<file path="config.mk">
export PLATFORM = sky130hd
export DESIGN_NAME = ifu_fetch
export DESIGN_NICKNAME = d
export VERILOG_FILES = /design/src/rtl/ifu_fetch.sv
export SDC_FILE = /design/constraint.sdc
export NUM_CORES = 1
export LEC_CHECK = 0
export BUFFER_PORTS_ARGS = -buffer_cell sky130_fd_sc_hd__buf_2
export CORE_MARGIN = 2
export CORE_UTILIZATION = 49
export CTS_CLUSTER_DIAMETER = 80
export DETAILED_ROUTE_END_ITERATION = 10
export PLACE_DENSITY = 0.8
export SLEW_MARGIN = 20
export SYNTH_ARGS = -nofsm -noshare
export SYNTH_HDL_FRONTEND = slang
export SYNTH_SLANG_ARGS = --single-unit
</file>
<file path="constraint.sdc">
create_clock -name clk -period 2.2 [get_ports clk]
set_clock_uncertainty 0.15 [all_clocks]
set_input_delay 0.33 -clock clk [delete_from_list [all_inputs] [get_ports clk]]
set_output_delay 0.33 -clock clk [all_outputs]
set_load 0.05 [all_outputs]
</file>
<file path="src/rtl/ifu_fetch.sv">
// Instruction fetch unit: owns the PC, issues one read at a time, holds the word for decode.
// Optional IFU_EBREAK_HALT_EN: an accepted ebreak parks the unit in HALT until reset.
module ifu_fetch #(
  parameter int                 ADDR_W   = 32,
  parameter logic [ADDR_W-1:0]  RESET_PC = 32'h8000_0000
) (
  input  logic              clk,
  input  logic              rst,
  output logic              req_valid,
  input  logic              req_ready,
  output logic [ADDR_W-1:0] req_addr,
  input  logic              resp_valid,
  input  logic [31:0]       resp_data,
  output logic              inst_valid,
  input  logic              inst_ready,
  output logic [31:0]       inst,
  output logic [ADDR_W-1:0] inst_pc,
  input  logic              redirect_valid,
  input  logic [ADDR_W-1:0] redirect_pc,
  output logic              halt
);

`ifdef IFU_EBREAK_HALT_EN
  localparam logic [31:0] EBREAK = 32'h0010_0073;
  typedef enum logic [2:0] {IDLE, REQ, WAIT, OUT, HALT} state_t;
`else
  typedef enum logic [2:0] {IDLE, REQ, WAIT, OUT} state_t;
`endif

  state_t              state, state_n;
  logic [ADDR_W-1:0]   pc, pc_n;
  logic                flush, flush_n;
  logic [31:0]         inst_q, inst_n;
  logic [ADDR_W-1:0]   inst_pc_q, inst_pc_n;
  logic                halted;

`ifdef IFU_EBREAK_HALT_EN
  assign halted = (state == HALT);
`else
  assign halted = 1'b0;
`endif

  always_ff @(posedge clk) begin
    if (rst) begin
      state     <= IDLE;
      pc        <= RESET_PC;
      flush     <= 1'b0;
      inst_q    <= '0;
      inst_pc_q <= '0;
    end else begin
      state     <= state_n;
      pc        <= pc_n;
      flush     <= flush_n;
      inst_q    <= inst_n;
      inst_pc_q <= inst_pc_n;
    end
  end

  always_comb begin
    state_n   = state;
    pc_n      = pc;
    flush_n   = flush;
    inst_n    = inst_q;
    inst_pc_n = inst_pc_q;
    unique case (state)
      IDLE: state_n = REQ;
      REQ: begin
        if (req_ready) begin
          state_n = WAIT;
          // old-pc request is already out; its response must be dropped
          flush_n = redirect_valid;
        end
      end
      WAIT: begin
        if (resp_valid) begin
          flush_n = 1'b0;
          if (flush || redirect_valid) begin
            state_n = REQ;
          end else begin
            state_n   = OUT;
            inst_n    = resp_data;
            inst_pc_n = pc;
          end
        end else if (redirect_valid) begin
          flush_n = 1'b1;
        end
      end
      OUT: begin
        if (redirect_valid) begin
          state_n = REQ;
        end else if (inst_ready) begin
          pc_n    = pc + ADDR_W'(4);
`ifdef IFU_EBREAK_HALT_EN
          state_n = (inst_q == EBREAK) ? HALT : REQ;
`else
          state_n = REQ;
`endif
        end
      end
`ifdef IFU_EBREAK_HALT_EN
      HALT: state_n = HALT;
`endif
      default: state_n = IDLE;
    endcase
    if (redirect_valid && !halted) pc_n = redirect_pc;
  end

  assign req_valid  = (state == REQ);
  assign req_addr   = req_valid ? pc : '0;
  assign inst_valid = (state == OUT);
  assign inst       = inst_q;
  assign inst_pc    = inst_pc_q;
  assign halt       = halted;

endmodule

</file>
Word level (Yosys, flattened, before mapping):

Index checks and enable logic that the tools add are counted.

* ROM bits: 0
* flip-flop bits (word level): 100
* latch bits: 0
* memory bits (writable): 0
* memories: 0

* bitwise gates (word level): 1
* order comparisons: 0
* multiplexer cells: 14
* shift operators: 0
* reductions and logical operators: 9
* add/subtract/negate cells: 1
* eq/ne operators: 7
* div/mod/pow operators: 0
* multiply operators: 0

Operators by type and width (count)
* $mux 32: 4
* $add 32x3->32 const B: 1
* $mux 3: 4
* $pmux 3 s4: 1
* $reduce_and 3->1: 3
* $eq 3x2->1 const B: 2
* $reduce_bool 2->1: 3
* $eq 3x1->1 const B: 1
* $logic_not 3->1: 1
* $mux 1: 3
* $ne 3x1->1 const B: 1
* $ne 3x3->1 const B: 1
* $mux 2: 1
* $ne 2x1->1 const B: 1
* $ne 2x2->1 const B: 1
* $pmux 1 s2: 1
* $reduce_and 2->1: 1
* $logic_or 1x1->1: 1
* $not 1->1: 1

Logic depth before layout (Yosys ltp):

* word-level depth: 4
* depth in mapped cells: 7

Worst setup path after synthesis:

OpenSTA, ideal clock, no wires.

* path kind: register -> output
* start: register state[0]
* end: output req_addr[22]
* data arrival time: 1.827 ns
* setup slack: -0.107 ns
* buffers on the path: 1
* stages on the path, launching flop included: 4
* path through: dfxtp_1 > nor2b_1 > clkbuf_1 > and2_1

* word-level cells in the longest chain between the ends: 2

Ends and longest elaborated chain
* start, declared: RTL line 30 `state_t state, state_n;`
* start signal, assigned: RTL line 51 `state <= state_n;`
* $eq 3x1->1: RTL line 108 `assign req_valid = (state == REQ);`
* net req_valid: RTL line 9 `output logic req_valid,`
* $mux 32: RTL line 109 `assign req_addr = req_valid ? pc : '0;`
* end, declared: RTL line 11 `output logic [ADDR_W-1:0] req_addr,`

The timed path passes the listed nets, and every way through them passes these cells.

Worst setup path in the final report:

* start: register state[0]
* end: output req_addr[13]

* word-level cells in the longest chain between the ends: 2

Ends and longest elaborated chain (RTL line)
* $eq 3x1->1: 108
* $mux 32: 109

No other way between the ends.

==> impl_metrics.csv <==
group,metric,value,unit
timing,hold_viol,0,
critical_path,timing.rr.end,"pc[20]",
status,outcome,"complete, no violations",
drt,antenna_left,0,
finish,fin_util,64.3,%
place,dpl-instance-area,5320,µm²
critical_path,startpoint,"state[0]",
critical_path,r2r-start,"pc[6]",
critical_path,cp_slowest_cell,"dfxtp_2",
place,pre_cts_ws,190,ps
place,post-dp-hpwl,8.55,mm
finish,design_area,5530,µm²
power,p_leak,2.42,nW
critical_path,critPathBufInv,2,
timing,post-route-period-util,95.2,%
clock_network,clock_sinks,99,
synthesis,synth_cells,549,
min_path,min_to,"pc[2]",
timing,period_needed,2090,ps
synthesis,synth_area,4280,µm²
synthesis,synth_area_leader_cell,"dfxtp_1",
synthesis,synthTopCellsByArea,"dfxtp_1 (46%), nand2_1 (13%), a21oi_1 (8.5%), and2_1 (4.8%), xnor2_1 (4.1%)",
clock_network,clkLatencyLatePin,360,ps
drt,wirelength,11.8,mm
synthesis,ys_types,38,
synthesis,synth-simple-area-share,28.4,%
synthesis,ys_seq_area_share,46.3,%
clock_network,cts_setup_buffers,0,
floorplan,die_w,97.5,µm
synthesis,synth_fa_ha_area_share,0.292,%
synthesis,syn-num-nets,620,
critical_path,crit_fanout,20,
drt,firstDrtPassIters,4,
finish,fin_nets,781,
synthesis,ys_ff_latch,99,
grt,antenna_found_initial,0,
synthesis,synth-edff-count,0,
timing,max_freq,478,MHz
place,gp_congestion,0.884,
synthesis,ys_warn_count,0,
clock_network,cts_root_buffer,"clkbuf_8",
synthesis,synth_mux_area_share,1.40,%
floorplan,die_h,97.5,µm
critical_path,slowest_delay,390,ps
clock_network,cts_buffer_depth,2,
synthesis,synth_compound_area_share,14.2,%
critical_path,cp-end-kind,"output port",
min_path,hold_path_class,"in2reg",
power,total_power,3.63,mW
grt,grt_pass1_wl,18.9,mm
synthesis,synth-async-reset-ratio,0,%
synthesis,synthDominantCellAreaShare,46.3,%
drt,drt-initial-drc-count,215,
clock_network,clk_pin_slew,90,ps
run,max_cap_violations,0,
grt,grt_pass1_vias,4057,
drt,viasPerCell,5.21,
critical_path,path_cells,"nor2b_2 -> buf_4 -> and2_1 -> buf_2",
grt,grt_max_degree,40,
synthesis,synth-xor-area-share,4.70,%
drt,wl_per_cell,14.4,µm
synthesis,synth_ff_type,"dfxtp_1",
critical_path,cp.arrival,1610,ps
finish,drive_gt1_share,30.1,%
min_path,worstHoldPathCells,3,
timing,setup_violations,0,
critical_path,worstPathRequired,1720,ps
power,p_per_area,656,nW/µm²
timing,rsz0062_at_grt,"no",
finish,antenna_cells,0,
critical_path,r2r_setup_slack,160,ps
grt,gr-total-overflow,0,
timing,setup-tns-final,0,ps
drt,drc_errors,0,
floorplan,initial_core_util,49.9,%
floorplan,die_area,9510,µm²
timing,finalWorstSetupSlack,106,ps
power,vdd_drop_max,0.321,mV
synthesis,synth_top_family_by_area,"simple AND/OR/NAND/NOR gates",
critical_path,reg2regPathDepth,5,
drt,vias,4286,
floorplan,core,8590,µm²
clock_network,cts_buffers,9,
clock_network,htreeDepth,3,
critical_path,cp-start-kind,"flop",
finish,area_growth,29.0,%
synthesis,syn_area_per_cell,7.80,µm²
floorplan,row_count,34,
timing,report.final.slew_viol_count,0,
floorplan,ios,169,
grt,grt_use_total,24.0,%
clock_network,cts_tree,"yes",
finish,fill_cells,770,
place,port_buffers,167,
min_path,hp-start,"redirect_pc[2]",
critical_path,crit_type,"reg2out",
critical_path,critical_path.top_delay_family,"buffers and inverters",
[worst reg2reg max path: stages, from the launching register on]
cell and delay, ps:
dfxtp_1 410, and3_1 250, buf_4 160, nand4_1 310, or3_1 420, a311oi_1 250
[cells by family after synthesis]
group,after synthesis
other cells,1
buf+inv,49
simple gates,263
flops,99
fa+ha+maj,1
mux,6
compound gates,107
xor+xnor,23
[what timing repair did]
action	4_1_cts	5_1_grt
resized for setup	0	2
hold buffers	0	0
endpoints found under the setup margin	0	23
[power breakdown]
group          switching [mW]  internal [mW]  total (mW)
clock                   0.646          0.541        1.19
combinational           0.352          0.183       0.535
sequential             0.0581           1.85        1.91
total                    1.06           2.57        3.63
[cells in the mapped netlist, drive strengths merged (6+ instances only)]
cell type  number
nand2         145
dfxtp          99
a21oi          73
and2           33
nor2           33
clkbuf         32
xnor2          20
a211oi         14
buf            11
nor3           10
nand3           8
nand4           8
o21ai           8
and3            6
and4            6
mux2i           6
nor4            6
[cell type report]
type | instances | area [µm²] | share of cell area, %
well taps | 108 | 135 | 2.45
repair buffers | 193 | 1070 | 19.4
flip-flops and latches | 99 | 1980 | 35.9
multi-input cells | 401 | 2120 | 38.3
clock buffers | 10 | 128 | 2.31
inverters | 6 | 22.5 | 0.408
clock inverters | 6 | 71.3 | 1.29
[per-stage QoR]
stage / hold WS [ps] / std cells
finish: 48.0 / 823
global route: 31.6 / 823
CTS: 26.9 / 823
detailed placement: 294 / 807
global placement: 289 / 807
floorplan: 290 / 549
[flip-flops by register name, indices dropped and copies added, names as in the netlist]
signal   cells
inst        32
flush        1
pc          32
state        2
inst_pc     32
[metal layers]
metal / up-vias / global-route usage (%) / routed length (µm)
met5: - / 0 / 0
met4: 0 / 10.5 / 284
met3: 23 / 6.04 / 863
met2: 151 / 39.2 / 5530
met1: 1962 / 30.2 / 5150
li1: 2150 / - / -
[worst max-delay path by stage]
stage / cells past startpoint / slack [ps] / end
after floorplan: 3 / 160 / req_addr[22]
after global placement: 5 / 210 / pc[31]
after detailed placement: 5 / 190 / pc[20]
after CTS: 4 / 20 / req_addr[6]
after global routing: 4 / 20 / req_addr[6]
final: 4 / 110 / req_addr[13]
[layout by cell type, fill, tap and decap left out, types with 2 or more instances in the layout]
master	n
buf_4	24
nor2b_1	2
and4_1	6
a21oi_1	73
o21bai_1	2
a311oi_1	2
and3_1	5
dfxtp_1	98
xnor2_1	20
xor2_1	3
nor4_1	6
mux2i_1	6
and2_1	33
a211oi_1	14
nand4_1	7
nor3_1	9
o21ai_0	8
or3_1	3
buf_2	166
nor2_1	33
clkbuf_8	9
inv_6	2
nand3_1	7
buf_12	3
nand2_1	144
inv_1	5
a221oi_1	3
(Power assumes the default switching activity.)
